===== src/rtl/lif_pkg.sv =====
// Shared types and constants for the dual-leak LIF neuron.
// Holds state encoding, datapath widths and the saturating update helper.
package lif_pkg;

  localparam int V_W  = 8;
  localparam int LT_W = 4;

  localparam logic [LT_W-1:0] DEF_REFRACTORY_CYCLES = 4'd2;

  typedef enum logic [1:0] {
    ST_IDLE       = 2'd0,
    ST_INTEGRATE  = 2'd1,
    ST_REFRACTORY = 2'd2
  } lif_state_t;

  // Floor at zero, then clamp to the top of the potential range.
  function automatic logic [V_W-1:0] sat_sub(
    input logic [V_W:0] s,
    input logic [V_W:0] l
  );
    logic [V_W:0] d;
    d = (s > l) ? (s - l) : '0;
    return d[V_W] ? {V_W{1'b1}} : d[V_W-1:0];
  endfunction

endpackage


===== src/rtl/lif_leak_timer.sv =====
// Periodic leak event generator for one leak channel.
// Ports: clk, reset (sync, high), run, clear, period[3:0] -> tick.
module lif_leak_timer
  import lif_pkg::*;
(
  input  logic            clk,
  input  logic            reset,
  input  logic            run,
  input  logic            clear,
  input  logic [LT_W-1:0] period,
  output logic            tick
);

  logic [LT_W-1:0] r_cnt;
  logic            w_on;

  assign w_on = (period != '0);

  // A period of 0 disables the channel entirely.
  assign tick = run && w_on &&
                (r_cnt >= (period - 4'd1));

  always_ff @(posedge clk) begin
    if (reset || clear) begin
      r_cnt <= '0;
    end else if (run) begin
      if (!w_on || tick)
        r_cnt <= '0;
      else
        r_cnt <= r_cnt + 4'd1;
    end
  end

endmodule


===== src/rtl/lif_dualleak_neuron.sv =====
// Leaky integrate-and-fire neuron with two independent leak channels.
// Ports: clk, reset, enable, params_ready, spike_in, weight_a,
//   leak_rate_1/2, threshold, leak_cycles_1/2 -> spike_out,
//   membrane_potential, state_out, spike_count.
module lif_dualleak_neuron
  import lif_pkg::*;
#(
  parameter logic [LT_W-1:0] REFRACTORY_CYCLES = DEF_REFRACTORY_CYCLES
) (
  input  logic            clk,
  input  logic            reset,
  input  logic            enable,
  input  logic            params_ready,
  input  logic            spike_in,
  input  logic [2:0]      weight_a,
  input  logic [V_W-1:0]  leak_rate_1,
  input  logic [V_W-1:0]  leak_rate_2,
  input  logic [V_W-1:0]  threshold,
  input  logic [LT_W-1:0] leak_cycles_1,
  input  logic [LT_W-1:0] leak_cycles_2,
  output logic            spike_out,
  output logic [V_W-1:0]  membrane_potential,
  output logic [1:0]      state_out,
  output logic [7:0]      spike_count
);

  lif_state_t      r_state;
  lif_state_t      w_state_nxt;
  logic [V_W-1:0]  r_v;
  logic [V_W-1:0]  w_v_nxt;
  logic            r_spike;
  logic            w_spike_nxt;
  logic [7:0]      r_cnt;
  logic [7:0]      w_cnt_nxt;
  logic [LT_W-1:0] r_ref;
  logic [LT_W-1:0] w_ref_nxt;

  logic            w_run;
  logic            w_clr;
  logic            w_tick1;
  logic            w_tick2;
  logic [V_W:0]    w_sum;
  logic [V_W:0]    w_leak;
  logic [V_W-1:0]  w_r;
  logic            w_fire;

  lif_leak_timer u_leak1 (
    .clk    (clk),
    .reset  (reset),
    .run    (w_run),
    .clear  (w_clr),
    .period (leak_cycles_1),
    .tick   (w_tick1)
  );

  lif_leak_timer u_leak2 (
    .clk    (clk),
    .reset  (reset),
    .run    (w_run),
    .clear  (w_clr),
    .period (leak_cycles_2),
    .tick   (w_tick2)
  );

  // Integration datapath, 9 bits wide so the sum never wraps.
  always_comb begin
    w_sum  = {1'b0, r_v} +
             (spike_in ? {6'd0, weight_a} : 9'd0);
    w_leak = (w_tick1 ? {1'b0, leak_rate_1} : 9'd0) +
             (w_tick2 ? {1'b0, leak_rate_2} : 9'd0);
    w_r    = sat_sub(w_sum, w_leak);
    w_fire = (r_state == ST_INTEGRATE) &&
             (w_r >= threshold);
  end

  // State register
  always_ff @(posedge clk) begin
    if (reset)
      r_state <= ST_IDLE;
    else if (enable)
      r_state <= w_state_nxt;
  end

  // Next-state logic
  always_comb begin
    w_state_nxt = ST_IDLE;
    if (params_ready) begin
      case (r_state)
        ST_IDLE:
          w_state_nxt = ST_INTEGRATE;
        ST_INTEGRATE:
          w_state_nxt = (w_fire && REFRACTORY_CYCLES != '0)
                      ? ST_REFRACTORY : ST_INTEGRATE;
        ST_REFRACTORY:
          w_state_nxt = (r_ref <= 4'd1)
                      ? ST_INTEGRATE : ST_REFRACTORY;
        default:
          w_state_nxt = ST_IDLE;
      endcase
    end
  end

  // Output / datapath update logic
  always_comb begin
    w_v_nxt     = r_v;
    w_spike_nxt = 1'b0;
    w_cnt_nxt   = r_cnt;
    w_ref_nxt   = r_ref;
    w_run       = 1'b0;
    w_clr       = 1'b0;
    if (!params_ready) begin
      w_v_nxt   = '0;
      w_ref_nxt = '0;
      w_clr     = enable;
    end else begin
      case (r_state)
        ST_IDLE: begin
          w_v_nxt   = '0;
          w_ref_nxt = '0;
          w_clr     = enable;
        end
        ST_INTEGRATE: begin
          w_run = enable;
          if (w_fire) begin
            w_v_nxt     = '0;
            w_spike_nxt = 1'b1;
            w_cnt_nxt   = r_cnt + 8'd1;
            w_ref_nxt   = REFRACTORY_CYCLES;
            w_clr       = enable;
          end else begin
            w_v_nxt = w_r;
          end
        end
        ST_REFRACTORY: begin
          w_v_nxt   = '0;
          w_clr     = enable;
          w_ref_nxt = (r_ref != '0) ? r_ref - 4'd1 : '0;
        end
        default: begin
          w_v_nxt   = '0;
          w_ref_nxt = '0;
          w_clr     = enable;
        end
      endcase
    end
  end

  // Datapath registers; a disabled cycle holds all but the pulse.
  always_ff @(posedge clk) begin
    if (reset) begin
      r_v     <= '0;
      r_spike <= 1'b0;
      r_cnt   <= '0;
      r_ref   <= '0;
    end else if (enable) begin
      r_v     <= w_v_nxt;
      r_spike <= w_spike_nxt;
      r_cnt   <= w_cnt_nxt;
      r_ref   <= w_ref_nxt;
    end else begin
      r_spike <= 1'b0;
    end
  end

  assign spike_out          = r_spike;
  assign membrane_potential = r_v;
  assign state_out          = r_state;
  assign spike_count        = r_cnt;

endmodule


===== config.mk =====
export PLATFORM = sky130hd
export DESIGN_NAME = lif_dualleak_neuron
export DESIGN_NICKNAME = d
export VERILOG_FILES = /design/src/rtl/lif_pkg.sv /design/src/rtl/lif_leak_timer.sv /design/src/rtl/lif_dualleak_neuron.sv
export SDC_FILE = /design/constraint.sdc
export NUM_CORES = 1
export LEC_CHECK = 0
export ABC_AREA = 1
export CAP_MARGIN = 10
export CORE_UTILIZATION = 49
export CTS_CLUSTER_DIAMETER = 60
export DETAILED_ROUTE_END_ITERATION = 16
export PLACE_DENSITY = 0.78
export SLEW_MARGIN = 20
export SYNTH_ARGS = -nofsm -noshare
export SYNTH_HDL_FRONTEND = slang
export SYNTH_SLANG_ARGS = --single-unit

===== constraint.sdc =====
create_clock -name clk -period 5.7 [get_ports clk]
set_input_delay 1.14 -clock clk [delete_from_list [all_inputs] [get_ports clk]]
set_output_delay 1.14 -clock clk [all_outputs]
set_load 0.1 [all_outputs]

# Word-level counts from Yosys, hierarchy flattened
# Index checks and enable logic that the tools add are counted.
# word_totals
reg_bits	31
in_bits	40
output_inout_bits	19
wordCells	68
# classes
addsub	9
order_cmp	5
n_eq_ne	3
muxes	24
n_bitwise	3
reduce_logical	17
# ops
operator	count
$mux 8	6
$mux 4	5
$reduce_bool 4->1	3
$sub 4x1->4 const B	3
$add 8x3->9	1
$add 8x8->9	1
$gt 9x9->1	1
$mux 9	1
$sub 9x9->9	1
$add 4x1->4 const B	2
$add 8x1->8 const B	1
$ge 4x4->1	2
$ge 8x8->1	1
$pmux 4 s2	1
$mux 1	6
$mux 2	3
$pmux 2 s3	1
$logic_and 1x1->1	5
$le 4x1->1 const B	1
$reduce_and 4->1	1
$reduce_or 4->1	1
$logic_or 1x1->1	3
$mux 3	1
$ne 3x3->1 const B	1
6 further kinds	9

# Longest topological paths before layout
# depth
ltp_word	16
ltp_mapped	39
depth_no_buf	38

# Hierarchy
# From an unflattened synthesis, not the netlist that was laid out.
# hier_totals
cells_unflattened	515
hier_area_um2	3314.4
# by_module_without_submodules
mod	instances	cells_each	area_per_inst_um2	seq_area_each_um2
lif_dualleak_neuron	1	409	2596.2	460.4
lif_leak_timer	2	53	359.1	80.1

# Worst setup path before layout
# Ideal clock, no wire load.
# synth_path
path_kind	input-to-reg
start	input port leak_cycles_1[0]
end	register r_cnt[7] (netlist: spike_count[7])
setup_ns	0.070
t_arrival_ns	5.702
t_required_ns	5.630
path_slack_ns	-0.072
stages	35
path_buffers	2
cell_sequence	inv_1 ha_1 ha_1 inv_1 o21bai_1 nand3_1 nand3_1 nand3_2 nor2_1 ha_1 inv_1 fa_1 o21ai_1 nand2_1 a21oi_1 nor2_1 xor2_1 ha_1 nand2_1 inv_2 a21oi_2 nand2_1 nand2_2 nand2_4 buf_6 a21oi_1 ha_1 a21oi_1 nor2_1 nor2_2 nand2_1 buf_2 nand2_2 nand2_1 a21oi_1
# synth_via
elab_chain_len	11
# synth_rtl
element	line_no	source
start: declaration	lif_dualleak_neuron.sv:19	input logic [LT_W-1:0] leak_cycles_1,
$sub 4x1->4 or $reduce_bool 4->1 (tied branches)	lif_leak_timer.sv:21, lif_leak_timer.sv:17	
$ge 4x4->1 or $logic_and 1x1->1 (tied branches)	lif_leak_timer.sv:21, lif_leak_timer.sv:20	
$logic_and 1x1->1 *	lif_leak_timer.sv:20	assign tick = run && w_on &&
$mux 8 *	lif_dualleak_neuron.sv:69	w_leak = (w_tick1 ? {1'b0, leak_rate_1} : 9'd0) +
$add 8x8->9 *	lif_dualleak_neuron.sv:69	
$sub 9x9->9 or $gt 9x9->1 (tied branches)	lif_pkg.sv:22	d = (s > l) ? (s - l) : '0;
$mux 9 *	lif_pkg.sv:22	
$mux 8 *	lif_pkg.sv:23	return d[V_W] ? {V_W{1'b1}} : d[V_W-1:0];
$ge 8x8->1 *	lif_dualleak_neuron.sv:73	(w_r >= threshold);
$logic_and 1x1->1 *	lif_dualleak_neuron.sv:72	w_fire = (r_state == ST_INTEGRATE) &&
$reduce_and 4->1 (no source line) *	-	
end signal: assignment	lif_dualleak_neuron.sv:158	r_cnt <= w_cnt_nxt;
end: declaration	lif_dualleak_neuron.sv:33	logic [7:0] r_cnt;
# Mark *: on every way between the ends. The rest lies on a longest branch, timed or not.
# A chain may end at the register's enable or synchronous reset.

# Worst setup path after layout
# layout_path
start	input port leak_cycles_2[1]
end	register r_v[6] (netlist: membrane_potential[6])
# layout_via
elab_chain_len	13
# layout_rtl
element	line_no	source
start: declaration	lif_dualleak_neuron.sv:20	input logic [LT_W-1:0] leak_cycles_2,
$sub 4x1->4 or $reduce_bool 4->1 (tied branches)	lif_leak_timer.sv:21, lif_leak_timer.sv:17	
$ge 4x4->1 or $logic_and 1x1->1 (tied branches)	lif_leak_timer.sv:21, lif_leak_timer.sv:20	
$logic_and 1x1->1 *	lif_leak_timer.sv:20	
$mux 8 *	lif_dualleak_neuron.sv:70	(w_tick2 ? {1'b0, leak_rate_2} : 9'd0);
$add 8x8->9 *	lif_dualleak_neuron.sv:69	
$sub 9x9->9 or $gt 9x9->1 (tied branches)	lif_pkg.sv:22	
$mux 9 *	lif_pkg.sv:22	
$mux 8 *	lif_pkg.sv:23	
$ge 8x8->1	lif_dualleak_neuron.sv:73	
$logic_and 1x1->1	lif_dualleak_neuron.sv:72	
$mux 8 *	lif_dualleak_neuron.sv:124	if (w_fire) begin
$mux 8 *	lif_dualleak_neuron.sv:116	case (r_state)
$mux 8 *	lif_dualleak_neuron.sv:111	if (!params_ready) begin
end signal: assignment	lif_dualleak_neuron.sv:156	r_v <= w_v_nxt;
end: declaration	lif_dualleak_neuron.sv:29	logic [V_W-1:0] r_v;
# Marks and branches as above.

==> impl_metrics.toml <==
[synth]
synthesis.area_mm2 = 0.00327
synth_area_leaders = "dfxtp_1, ha_1, nand2_1"
postSynthCellCount = 495
yosys_warnings = 0
syn_area_per_cell_um2 = 6.61
yosysSeqAreaShare_pct = 19.0
yosys.area.top_type = "dfxtp_1"
ys_ff_latch = 31
yosys.area.top_type_share_pct = 19.0
syn_nets = 584
ys_types = 35

[run_status]
status = "complete, no violations"

[routing]
drcViolationCount = 0
routed_via_density = 5.26
wl_per_cell_um = 12.8
drtIter0Drc = 201
drtPass1Iterations = 4
met2_length_um = 4640
wl_met1_um = 3790
drt.antenna.violating_nets = 0
drt_wl_total_um = 8890
vias = 3659
highest_layer = "met4"
wl_met3_um = 278

[layout]
final_cell_mix = "nand2_1, inv_1, buf_4"
synthToLayoutAreaGrowth_pct = 44.3
fill_cells = 474
regArea_um2 = 621
nets = 707
drive_gt1_share_pct = 23.6
antenna_cells = 0
final_common_cell = "nand2_1"
multiInputGateArea_mm2 = 0.00254

[clock_network]
root_buffer = "clkbuf_8"
cts_inserted_buffers = 5
clock_latency_ns = 0.28
clockBufferDepth = 2
cts-htree-levels = 2
cts_tree = "done"
postCtsHoldBufs = 0
clk_pin_slew_ns = 0.06
cts.sinks = 31

[timing]
tightest_slew_ns = 0.999
grt_setup_unrepaired = "true"
slew_headroom_pct = 33.2
finalCritPeriodShare_pct = 98.6
hold_violations = 0
finalSetupTns_ns = 0
setup_viol = 0
maxSlewViolCount = 0
setup_ws_ns = 0.0805
fmax_ghz = 0.178
fin_crit_ns = 5.62
fin_worst_skew_ns = 0.00527

[power]
p_int_mw = 0.405
p_seq_share_pct = 36.2
switching_power_mw = 0.201
clock_power_share_pct = 27.3
p_comb_share_pct = 36.5
fin_total_pwr_mw = 0.605
power.leakage_nw = 2.26
vdd_drop_max_mv = 0.117
swShare_pct = 33.2
power_density_mw_per_mm2 = 128

[grt]
antenna_found_initial = 0
track_usage_pct = 24.6
grt_start_max_net_pins = 24
grt_pass1_vias = 3486
grt_pass1_wl_um = 14500
overflow = 0

[hold_path]
hp-class = "register to register"

[setup_path]
critPathLaunchType = "input port"
worstSetupEndpointType = "register"
critical_path_arrival_ns = 5.81
criticalPathCategory = "input port to register"
cpPeakStageDelay_ns = 0.43
crit_family = "adder cells"
worst-path-buf-inv = 6
required_ns = 5.89
slowest_stage = "fa_2"
cp_common_cell = "a21oi_2"
crit_fanout = 8

[placement]
post-dp-hpwl_um = 6530
place.gp.congestion = 0.913
dp_slack_ns = -0.773
numPortBuffers = 58

[floorplanning]
num_rows = 29
initial_core_util_pct = 51.2
dieArea_mm2 = 0.00701
fp.dieH_um = 83.7
ios = 59
die_x_um = 83.7
fp.coreArea_mm2 = 0.00639

[flow_run]
max_cap_violations = 0
## Yosys cell counts (all sizes together)
master and number:
o21bai 4, nand3b 7, inv 82, nand3 39, o21ai 7, ha 46
nor4 1, nand4 16, fa 3, dfxtp 31, o211ai 1, clkinv 1
nor2 44, nor3 5, or2 1, o21a 1, buf 4, nand2 120
xnor2 11, xor2 16, clkbuf 2, a21oi 51, a21o 2
## metrics by stage
stage | util [%] | instances | hold slack [ns] | area (um^2)
floorplan | - | 495 | 0.471 | 3280
global placement | 66.9 | 671 | 0.488 | 4270
detailed placement | 66.9 | 671 | 0.492 | 4270
CTS | 71.5 | 689 | 0.503 | 4570
global route | 73.9 | 696 | 0.525 | 4720
finish | 73.9 | 696 | 0.505 | 4720
## worst register-to-register path: cells and delay by family (launching register included)
family,cells,cell delay (ns)
flops,1,0.41
buf+inv,3,0.18
xor+xnor,1,0.15
simple gates,14,1.63
fa+ha+maj,5,1.41
compound gates,6,0.94
## power by group through the flow
stage	registers (mW)	clock network [mW]	logic (mW)
3_3_place_gp	0.224	0	0.179
5_1_grt	0.219	0.181	0.242
6_report	0.219	0.165	0.221
2_1_floorplan	0.231	0	0.102
4_1_cts	0.219	0.169	0.202
3_5_place_dp	0.224	0	0.183
## per-layer routing
| metal | vias up | track usage, % |
|---|---|---|
| met3 | 20 | 3.66 |
| met1 | 1703 | 28.5 |
| met2 | 76 | 45.6 |
| li1 | 1860 | - |
| met5 | - | 0 |
| met4 | 0 | 8.32 |
## path summary, 6_finish.rpt
path / startpoint / to / slack, ns / cells after the start
worst min register to register: spike_count[1] / spike_count[1] / 0.50 / 2
worst max-delay path: leak_cycles_2[1] / membrane_potential[6] / 0.08 / 33
worst min-delay path: spike_count[1] / spike_count[1] / 0.50 / 2
worst max register to register: state_out[0] / membrane_potential[6] / 0.91 / 29
## logic make-up (layout without fill, tap and decap cells)
logic type	after synthesis	count (layout)	synth area share [%]
flops	31	31	19.0
compound gates	66	66	10.9
buf+inv	89	212	10.7
xor+xnor	27	27	7.23
simple gates	233	234	32.7
fa+ha+maj	49	49	19.4
## repair_timing
| item | in CTS | in global routing |
|---|---|---|
| gates cloned | 1 | 0 |
| setup buffers | 9 | 7 |
| gates resized for setup | 52 | 40 |
| setup endpoints to repair | 31 | 31 |
| pin swaps | 42 | 48 |
## registers in the layout (all words and copies together) (netlist names)
name	cells
membrane_potential	8
r_ref	4
spike_count	8
spike_out	1
state_out	2
u_leak1.r_cnt	4
u_leak2.r_cnt	4
## layout make-up
type / instances / area share, %
flip-flops and latches: 31 / 13.1
clock buffers: 7 / 1.62
multi-input cells: 376 / 53.9
well taps: 77 / 2.04
inverters: 83 / 6.71
repair buffers: 121 / 22.5
clock inverters: 1 / 0.106
No activity file was read; power rests on OpenSTA's default activity.
